--- src/rtl/vga_cell_mem_arbiter.sv ---
`default_nettype none
// ==========================================================================
// vga_cell_mem_arbiter: display fetch / game engine arbiter for the playfield RAM.
// Optional macro VBLANK_ONLY_WR_EN limits engine writes to vertical blanking. Rev 1.0
// ==========================================================================
module vga_cell_mem_arbiter #(
  parameter int H_ACT_START = 144,
  parameter int H_ACT_END   = 784,
  parameter int V_ACT_START = 34,
  parameter int V_ACT_END   = 514,
  parameter int CELL_SHIFT  = 4,
  parameter int GRID_COLS   = 40,
  parameter int ADDR_W      = 11,
  parameter int DATA_W      = 4,
  parameter int FETCH_LEAD  = 3
) (
  input  logic              clk_i,
  input  logic              reset_i,
  input  logic [9:0]        h_cnt_i,
  input  logic [9:0]        v_cnt_i,
  output logic [ADDR_W-1:0] ram_addr_o,
  output logic              ram_we_o,
  output logic [DATA_W-1:0] ram_wdata_o,
  input  logic [DATA_W-1:0] ram_rdata_i,
  input  logic              cpu_req_i,
  input  logic              cpu_we_i,
  input  logic [ADDR_W-1:0] cpu_addr_i,
  input  logic [DATA_W-1:0] cpu_wdata_i,
  output logic              cpu_gnt_o,
  output logic [DATA_W-1:0] cpu_rdata_o,
  output logic              cpu_rvalid_o,
  output logic [DATA_W-1:0] cell_color_o,
  output logic              cell_valid_o
);

  localparam logic [9:0] SLOT_H_LO = 10'(H_ACT_START - FETCH_LEAD);
  localparam logic [9:0] SLOT_H_HI = 10'(H_ACT_END - FETCH_LEAD);
  localparam logic [9:0] ACT_H_LO  = 10'(H_ACT_START);
  localparam logic [9:0] ACT_H_HI  = 10'(H_ACT_END);
  localparam logic [9:0] ACT_V_LO  = 10'(V_ACT_START);
  localparam logic [9:0] ACT_V_HI  = 10'(V_ACT_END);

  typedef enum logic [1:0] {
    IDLE = 2'd0,
    DISP = 2'd1,
    CPU  = 2'd2
  } state_t;

  state_t              state_q, state_d;
  logic [ADDR_W-1:0]   ram_addr_q, ram_addr_d;
  logic                ram_we_q, ram_we_d;
  logic [DATA_W-1:0]   ram_wdata_q, ram_wdata_d;
  logic                disp_rd_q;
  logic                cpu_rd_q;
  logic [DATA_W-1:0]   cpu_rdata_q;
  logic                cpu_rvalid_q;
  logic [DATA_W-1:0]   cell_color_q;

  logic [10:0]         h_off, v_off, row, col;
  logic [ADDR_W-1:0]   disp_addr;
  logic                v_act, h_win, slot, cpu_ok;

  // h_off is the pixel offset of the cell boundary FETCH_LEAD clocks ahead
  assign h_off = {1'b0, h_cnt_i} + 11'(FETCH_LEAD) - 11'(H_ACT_START);
  assign v_off = {1'b0, v_cnt_i} - 11'(V_ACT_START);
  assign row   = v_off >> CELL_SHIFT;
  assign col   = h_off >> CELL_SHIFT;
  assign disp_addr = ADDR_W'(32'(row) * 32'(GRID_COLS) + 32'(col));

  assign v_act = (v_cnt_i >= ACT_V_LO) && (v_cnt_i < ACT_V_HI);
  assign h_win = (h_cnt_i >= SLOT_H_LO) && (h_cnt_i < SLOT_H_HI);
  assign slot  = v_act && h_win && (h_off[CELL_SHIFT-1:0] == '0);

  assign cell_valid_o = v_act && (h_cnt_i >= ACT_H_LO) && (h_cnt_i < ACT_H_HI);

  always_comb begin
    cpu_ok = cpu_req_i && !cpu_gnt_o;
`ifdef VBLANK_ONLY_WR_EN
    if (cpu_we_i && v_act) cpu_ok = 1'b0;
`else
`endif
  end

  always_comb begin
    state_d     = IDLE;
    ram_addr_d  = ram_addr_q;
    ram_we_d    = 1'b0;
    ram_wdata_d = ram_wdata_q;
    if (slot) begin
      state_d    = DISP;
      ram_addr_d = disp_addr;
    end else if (cpu_ok) begin
      state_d     = CPU;
      ram_addr_d  = cpu_addr_i;
      ram_we_d    = cpu_we_i;
      ram_wdata_d = cpu_wdata_i;
    end
  end

  always_ff @(posedge clk_i or posedge reset_i) begin
    if (reset_i) begin
      state_q      <= IDLE;
      ram_addr_q   <= '0;
      ram_we_q     <= 1'b0;
      ram_wdata_q  <= '0;
      disp_rd_q    <= 1'b0;
      cpu_rd_q     <= 1'b0;
      cpu_rdata_q  <= '0;
      cpu_rvalid_q <= 1'b0;
      cell_color_q <= '0;
    end else begin
      state_q      <= state_d;
      ram_addr_q   <= ram_addr_d;
      ram_we_q     <= ram_we_d;
      ram_wdata_q  <= ram_wdata_d;
      // RAM data returns one cycle after the address cycle
      disp_rd_q    <= (state_q == DISP);
      cpu_rd_q     <= (state_q == CPU) && !ram_we_q;
      cpu_rvalid_q <= cpu_rd_q;
      if (cpu_rd_q)  cpu_rdata_q  <= ram_rdata_i;
      if (disp_rd_q) cell_color_q <= ram_rdata_i;
    end
  end

  assign ram_addr_o   = ram_addr_q;
  assign ram_we_o     = ram_we_q;
  assign ram_wdata_o  = ram_wdata_q;
  assign cpu_gnt_o    = (state_q == CPU);
  assign cpu_rdata_o  = cpu_rdata_q;
  assign cpu_rvalid_o = cpu_rvalid_q;
  assign cell_color_o = cell_color_q;

endmodule
`default_nettype wire

--- config.mk ---
export PLATFORM = sky130hd
export DESIGN_NAME = vga_cell_mem_arbiter
export DESIGN_NICKNAME = d
export VERILOG_FILES = /design/src/rtl/vga_cell_mem_arbiter.sv
export SDC_FILE = /design/constraint.sdc
export NUM_CORES = 1
export LEC_CHECK = 0
export ABC_AREA = 1
export CORE_MARGIN = 3
export CORE_UTILIZATION = 49
export DETAILED_ROUTE_END_ITERATION = 8
export PLACE_DENSITY = 0.87
export SLEW_MARGIN = 20
export SYNTH_ARGS = -nofsm -noshare
export SYNTH_HDL_FRONTEND = slang
export SYNTH_SLANG_ARGS = --single-unit
export TNS_END_PERCENT = 20
--- constraint.sdc ---
create_clock -name clk_i -period 2.7 [get_ports clk_i]
set_clock_uncertainty 0.1 [all_clocks]
set_input_delay 0.54 -clock clk_i [delete_from_list [all_inputs] [get_ports clk_i]]
set_output_delay 0.54 -clock clk_i [all_outputs]
set_load 0.01 [all_outputs]
* Yosys cells after proc, flatten, opt, wreduce, memory -nomap -nowiden *
Cells that the tools add are included.

cells by class
  magnitude comparators = 6
  reduce and logical (&&, ||, !) cells = 13
  $add $sub $neg = 4
  multipliers = 1
  bitwise gates (word level) = 1
  equal/unequal tests = 2
  mux-type cells = 6

operators by type and width
  operator                                                             number
  < comparator 10 bit (second input constant)                          3
  two-way mux 11 bit                                                   2
  greater-or-equal comparator 10 x 8 -> 1 bit (second input constant)  2
  adder 10 x 2 -> 11 bit (second input constant)                       1
  adder 11 x 7 -> 11 bit                                               1
  subtractor 10 x 6 -> 11 bit (second input constant)                  1
  subtractor 11 x 8 -> 11 bit (second input constant)                  1
  greater-or-equal comparator 10 x 6 -> 1 bit (second input constant)  1
  logical AND 1 bit                                                    8
  multiplier 7 x 3 -> 8 bit (second input constant)                    1
  logical NOT 4 bit                                                    1
  two-way mux 2 bit                                                    2
  == test 2 x 1 -> 1 bit (second input constant)                       1
  == test 2 bit (second input constant)                                1
  logical NOT 1 bit                                                    2
  two-way mux 1 bit                                                    2
  AND reduction 2 bit                                                  1
  nonzero test 2 bit                                                   1
  inverter 1 bit                                                       1

word-level totals
  logic and storage cells = 42
  bits in registers = 29
  input port bits = 43

* Logic depth before layout (Yosys ltp) *
  depth after elaboration = 6
  mapped depth = 20
  gate-level depth less buffers = 20

* Worst setup path after synthesis *
Ideal clock, no wire load.

  path kind = input to register
  start = input v_cnt_i[4]
  end = register ram_addr_q[8], in the netlist ram_addr_o[8]
  setup time = 0.125 ns
  arrival time = 2.805 ns
  cell stages on the path = 16
  path buffers = 0
  setup slack = -0.329 ns
  required time = 2.475 ns
  cell sequence = nor2_2 > nand2_1 > nand2_2 > inv_1 > o21ai_0 > nand2_1 > ha_1 > ha_1 > fa_1 > nand2_1 > inv_1 > nand2_1 > nand3_1 > or2_2 > nand3_1 > nand3_1

on the way
  longest elaborated chain between the ends = 5

ends and longest elaborated chain
  item                                                                                 line  RTL
  start, declared                                                                      20    input logic [9:0] v_cnt_i,
  parallel branches: the longest is 5 deep, another holds subtractor 10 x 6 -> 11 bit  n/a
  end signal, assigned                                                                 113   ram_addr_q <= ram_addr_d;
  end, declared                                                                        50    logic [ADDR_W-1:0] ram_addr_q, ram_addr_d;

Several ways; the timed one is not identified.
A chain may end at the register's enable or synchronous reset.

* Worst setup path after layout *
  start = input v_cnt_i[1]
  end = register ram_addr_q[10], in the netlist ram_addr_o[10]

The elaborated chain is that of the path after synthesis.

==> impl.org <==
** Outcome
- Violations in the final reports :: negative setup slack
- Status :: finished, violations left

** Global route
- Total track usage :: 32.2%
- Number of global-route vias before repair :: 2,559
- The total overflow left after global routing is 0.
- Global-route wire length before repair :: 12,200 um
- Pin count of the biggest net entering global routing :: 16
- The initial antenna violation count came to 0.

** Route
- After the first detailed-routing iteration, the DRC count stood at roughly 200.
- Number of search-and-repair iterations in the first detailed-routing pass :: 5
- Summed over all layers, the routed wires come to around 8600 um.
- Vias per Instance :: 5.96
- In the routed design, unresolved DRC markers number 0.
- Number of routed nets with antenna violations :: 0
- In the final routed layout, each cell accounts on average for 20.5 um.
- Overall via count from detail_route :: about 2,500

** Timing
- Once routing completed, OpenROAD measured the worst setup slack at -0.360 ns.
- Measured against its own limit, the worst slew margin works out to just over 60%.
- Highest attainable clock frequency :: ~0.33 GHz
- Setup repair after global routing could not meet its margin everywhere.
- Fin. max-slew vios :: 0
- Minimum period implied by the final worst setup slack :: a little over 3 ns
- Final hold vios :: 0
- Final Cycle Share :: 113%
- Setup violations remaining at the end of the flow were counted as 6.
- Transition time at the pin with the least slew margin :: approximately 0.57 ns

** CTS
- Clk sinks :: 29
- The longest clock path from root to sink contains 2 buffers.
- H-tree depth :: 2
- In this run, CTS created clock tree buffers numbering 5.
- Worst-Skew Late Latency :: 0.28 ns
- Clock tree synthesis selected as its root buffer the cell sky130_fd_sc_hd__clkbuf_8.
- TritonCTS built the clock tree.
- Clock-pin slew was measured on the worst setup and hold paths at around 0.060 ns.

** Cells and area
- Number of standard cells in the layout, taps in and fillers out :: roughly 420
- In the final design database the tool counted ~430 nets.
- Leading cell types in the layout, fill and taps excluded :: sky130_fd_sc_hd__clkdlybuf4s50_1, sky130_fd_sc_hd__buf_4, sky130_fd_sc_hd__nand2_1
- Inserted Diodes :: 0
- Number of filler cells placed in the layout :: ~160
- Core utilization of the finished layout :: between 90% and 100%
- Total area of multi-input combinational cells :: around 1300 um2
- Leaving out fill and tap cells, the most frequent cell in the layout is sky130_fd_sc_hd__clkdlybuf4s50_1.
- Area Growth Syn to Fin :: 73.3%
- Layout cells sized above 1 :: 38.6%
- Sequential cell area :: 726 um2

** Die
- The die is between 60 and 70 um wide.
- In this run the count of I/O pins placed on the die edge is 70.
- Die area :: between 4000 and 5000 um2
- Row generation in the floorplan step produced 22 rows.
- The die is 69.5 um tall.
- Core area :: approximately 3800 um2
- The initial utilization of the core area, before any placement, comes to 52.4%.

** Synthesis
- Post-synth EDFFs :: 0
- Counting flops and latches in the post-synthesis netlist gives 29.
- Counting every instance in the synthesized netlist gives 246.
- Post-synth ARST share :: 100%
- The most used flip-flop cell after synthesis is sky130_fd_sc_hd__dfrtp_1.
- For this run, the register share of the synthesized area comes to a little under two fifths.
- Counting every net in the synthesized netlist gives about 300.
- Area of the mapped netlist :: around 2000 um2
- Synthesis instantiated 34 different standard cells from the library.
- Mapped Avg Cell Area :: 8.03 um2
- Yosys printed 0 warnings.

** Placement
- Port buffering added 68 buffers.
- Count of placed standard cells including taps :: around 400
- The congestion estimate from routability-driven global placement came to approximately 0.86.
- OpenSTA, run right after detailed placement, puts the worst setup slack at -0.856 ns.
- Half-perimeter wire length after detailed placement :: between 4000 and 5000 um

** Power and ir drop
- The completed layout was analyzed and its total power is around 1.7 mW.
- IR analysis of the VDD net gives a maximum drop of about 420 uV.
- In this run the static leakage power is roughly 1.7 nW.
- Pwr/cell area :: ~480 nW/um2

** Setup path
- In this run the worst path has a maximum fanout of 4.
- Sort of element at the start of the critical path :: input port
- Arrival @ worst endpoint :: about 3.1 ns
- STA puts the critical path data required time at about 2.8 ns.
- The worst setup path is captured at a flop.
- Class of the most critical setup path :: in -> reg

** Worst hold path
- Worst hold path class :: reg -> reg

** Flow run
- Max-cap violations in this run came to 0.
[timing repair]
action	4_1_cts	5_1_grt
setup buffers	6	4
hold endpoints to repair	0	0
gates resized for setup	48	34
endpoints found under the setup margin	7	8
hold buffers	0	0
pin swaps	24	18
[kinds of logic (layout without fill, tap and decap cells)]
group                    after synthesis  after routing  share of synthesized area, %
AND/OR/NAND/NOR                      135            135                          32.8
buffers and inverters                 38            162                          8.36
flip-flops                            29             29                          36.8
AO/OA/AOI/OAI                         18             18                          6.08
adder cells (fa/ha/maj)               14             14                          9.63
multiplexers                           8              8                          4.56
XOR/XNOR                               4              4                          1.77
[cells in the mapped netlist (3+ instances only)]
| master | n | area, um2 |
|---|---|---|
| sky130_fd_sc_hd__dfrtp_1 | 29 | 726 |
| sky130_fd_sc_hd__nand2_1 | 56 | 210 |
| sky130_fd_sc_hd__or2_2 | 3 | 18.8 |
| sky130_fd_sc_hd__nand2_2 | 4 | 25.0 |
| sky130_fd_sc_hd__a21oi_1 | 6 | 30.0 |
| sky130_fd_sc_hd__mux2_2 | 8 | 90.1 |
| sky130_fd_sc_hd__inv_2 | 3 | 11.3 |
| sky130_fd_sc_hd__ha_1 | 12 | 150 |
| sky130_fd_sc_hd__buf_6 | 3 | 33.8 |
| sky130_fd_sc_hd__nand3_1 | 45 | 225 |
| sky130_fd_sc_hd__inv_1 | 30 | 113 |
| sky130_fd_sc_hd__xor2_1 | 3 | 26.3 |
| sky130_fd_sc_hd__nor2_1 | 16 | 60.1 |
| sky130_fd_sc_hd__o21ai_0 | 5 | 25.0 |
[path summary, 6_finish.rpt]
check                           startpoint             end  slack [ns]  cells after the start
worst min-delay path              ram_we_o        cpu_rd_q        0.33                      1
max in group asynchronous          reset_i  cpu_rdata_o[1]        1.35                      3
worst min register to register    ram_we_o        cpu_rd_q        0.33                      1
worst max register to register  state_q[1]  ram_wdata_o[3]        0.82                      8
worst max-delay path            v_cnt_i[1]  ram_addr_o[10]       -0.36                     20
min in group asynchronous          reset_i      state_q[0]        0.53                      2
[registers in the layout (all words and copies together), names as in the netlist]
signal and flops:
cpu_rdata_o 4, cpu_rvalid_o 1, ram_wdata_o 4, cell_color_o 4
disp_rd_q 1, ram_addr_o 11, ram_we_o 1, cpu_rd_q 1
state_q 2
[area by class of cell]
cell class / instances / share of cell area [%]
multi-input cells: 179 / 39.1
repair buffers: 123 / 32.1
flip-flops and latches: 29 / 21.2
inverters: 33 / 3.69
clock buffers: 5 / 2.01
well taps: 48 / 1.76
clock inverters: 1 / 0.146
[critical path: stages]
cell and delay [ns]:
sky130_fd_sc_hd__buf_6 0.10, sky130_fd_sc_hd__nor2_4 0.12, sky130_fd_sc_hd__nand2_2 0.08, sky130_fd_sc_hd__nand2_4 0.10
sky130_fd_sc_hd__inv_4 0.05, sky130_fd_sc_hd__nor2_4 0.12, sky130_fd_sc_hd__nand2_2 0.08, sky130_fd_sc_hd__nand2_2 0.09
sky130_fd_sc_hd__ha_4 0.21, sky130_fd_sc_hd__ha_4 0.16, sky130_fd_sc_hd__fa_1 0.60, sky130_fd_sc_hd__nand2_1 0.10
sky130_fd_sc_hd__nor2_1 0.16, sky130_fd_sc_hd__nand2_1 0.09, sky130_fd_sc_hd__nand3_2 0.11, sky130_fd_sc_hd__nand3_2 0.12
sky130_fd_sc_hd__inv_2 0.08, sky130_fd_sc_hd__nand2_2 0.06, sky130_fd_sc_hd__nand3_2 0.07, sky130_fd_sc_hd__nand3_2 0.06
[through the flow]
step	area [um2]	hold slack [ns]	setup TNS [ns]
after global routing	3420	0.362	-1.39
after global placement	3060	0.311	-3.65
final	3420	0.335	-0.953
after CTS	3270	0.325	-0.253
after detailed placement	3060	0.318	-4.68
after floorplan	2010	0.300	-0.481
[routing by layer]
layer  vias to the layer above  global-route usage [%]  share of wire [%]  wire length (um)
met5                         -                       0                  0                 0
met4                         0                    18.0                8.2               703
li1                       1052                       -                  -                 -
met3                        75                    7.97                6.3               544
met2                       182                    58.5                 51              4360
met1                      1183                    33.4                 35              2970
[power by group]
part / total [mW] / switching [mW] / internal, mW
Sequential: 0.545 / 0.0466 / 0.499
Clock: 0.329 / 0.160 / 0.169
Combinational: 0.777 / 0.375 / 0.402
Total: 1.65 / 0.581 / 1.07
Note: power is estimated with default switching activity, not from simulation.
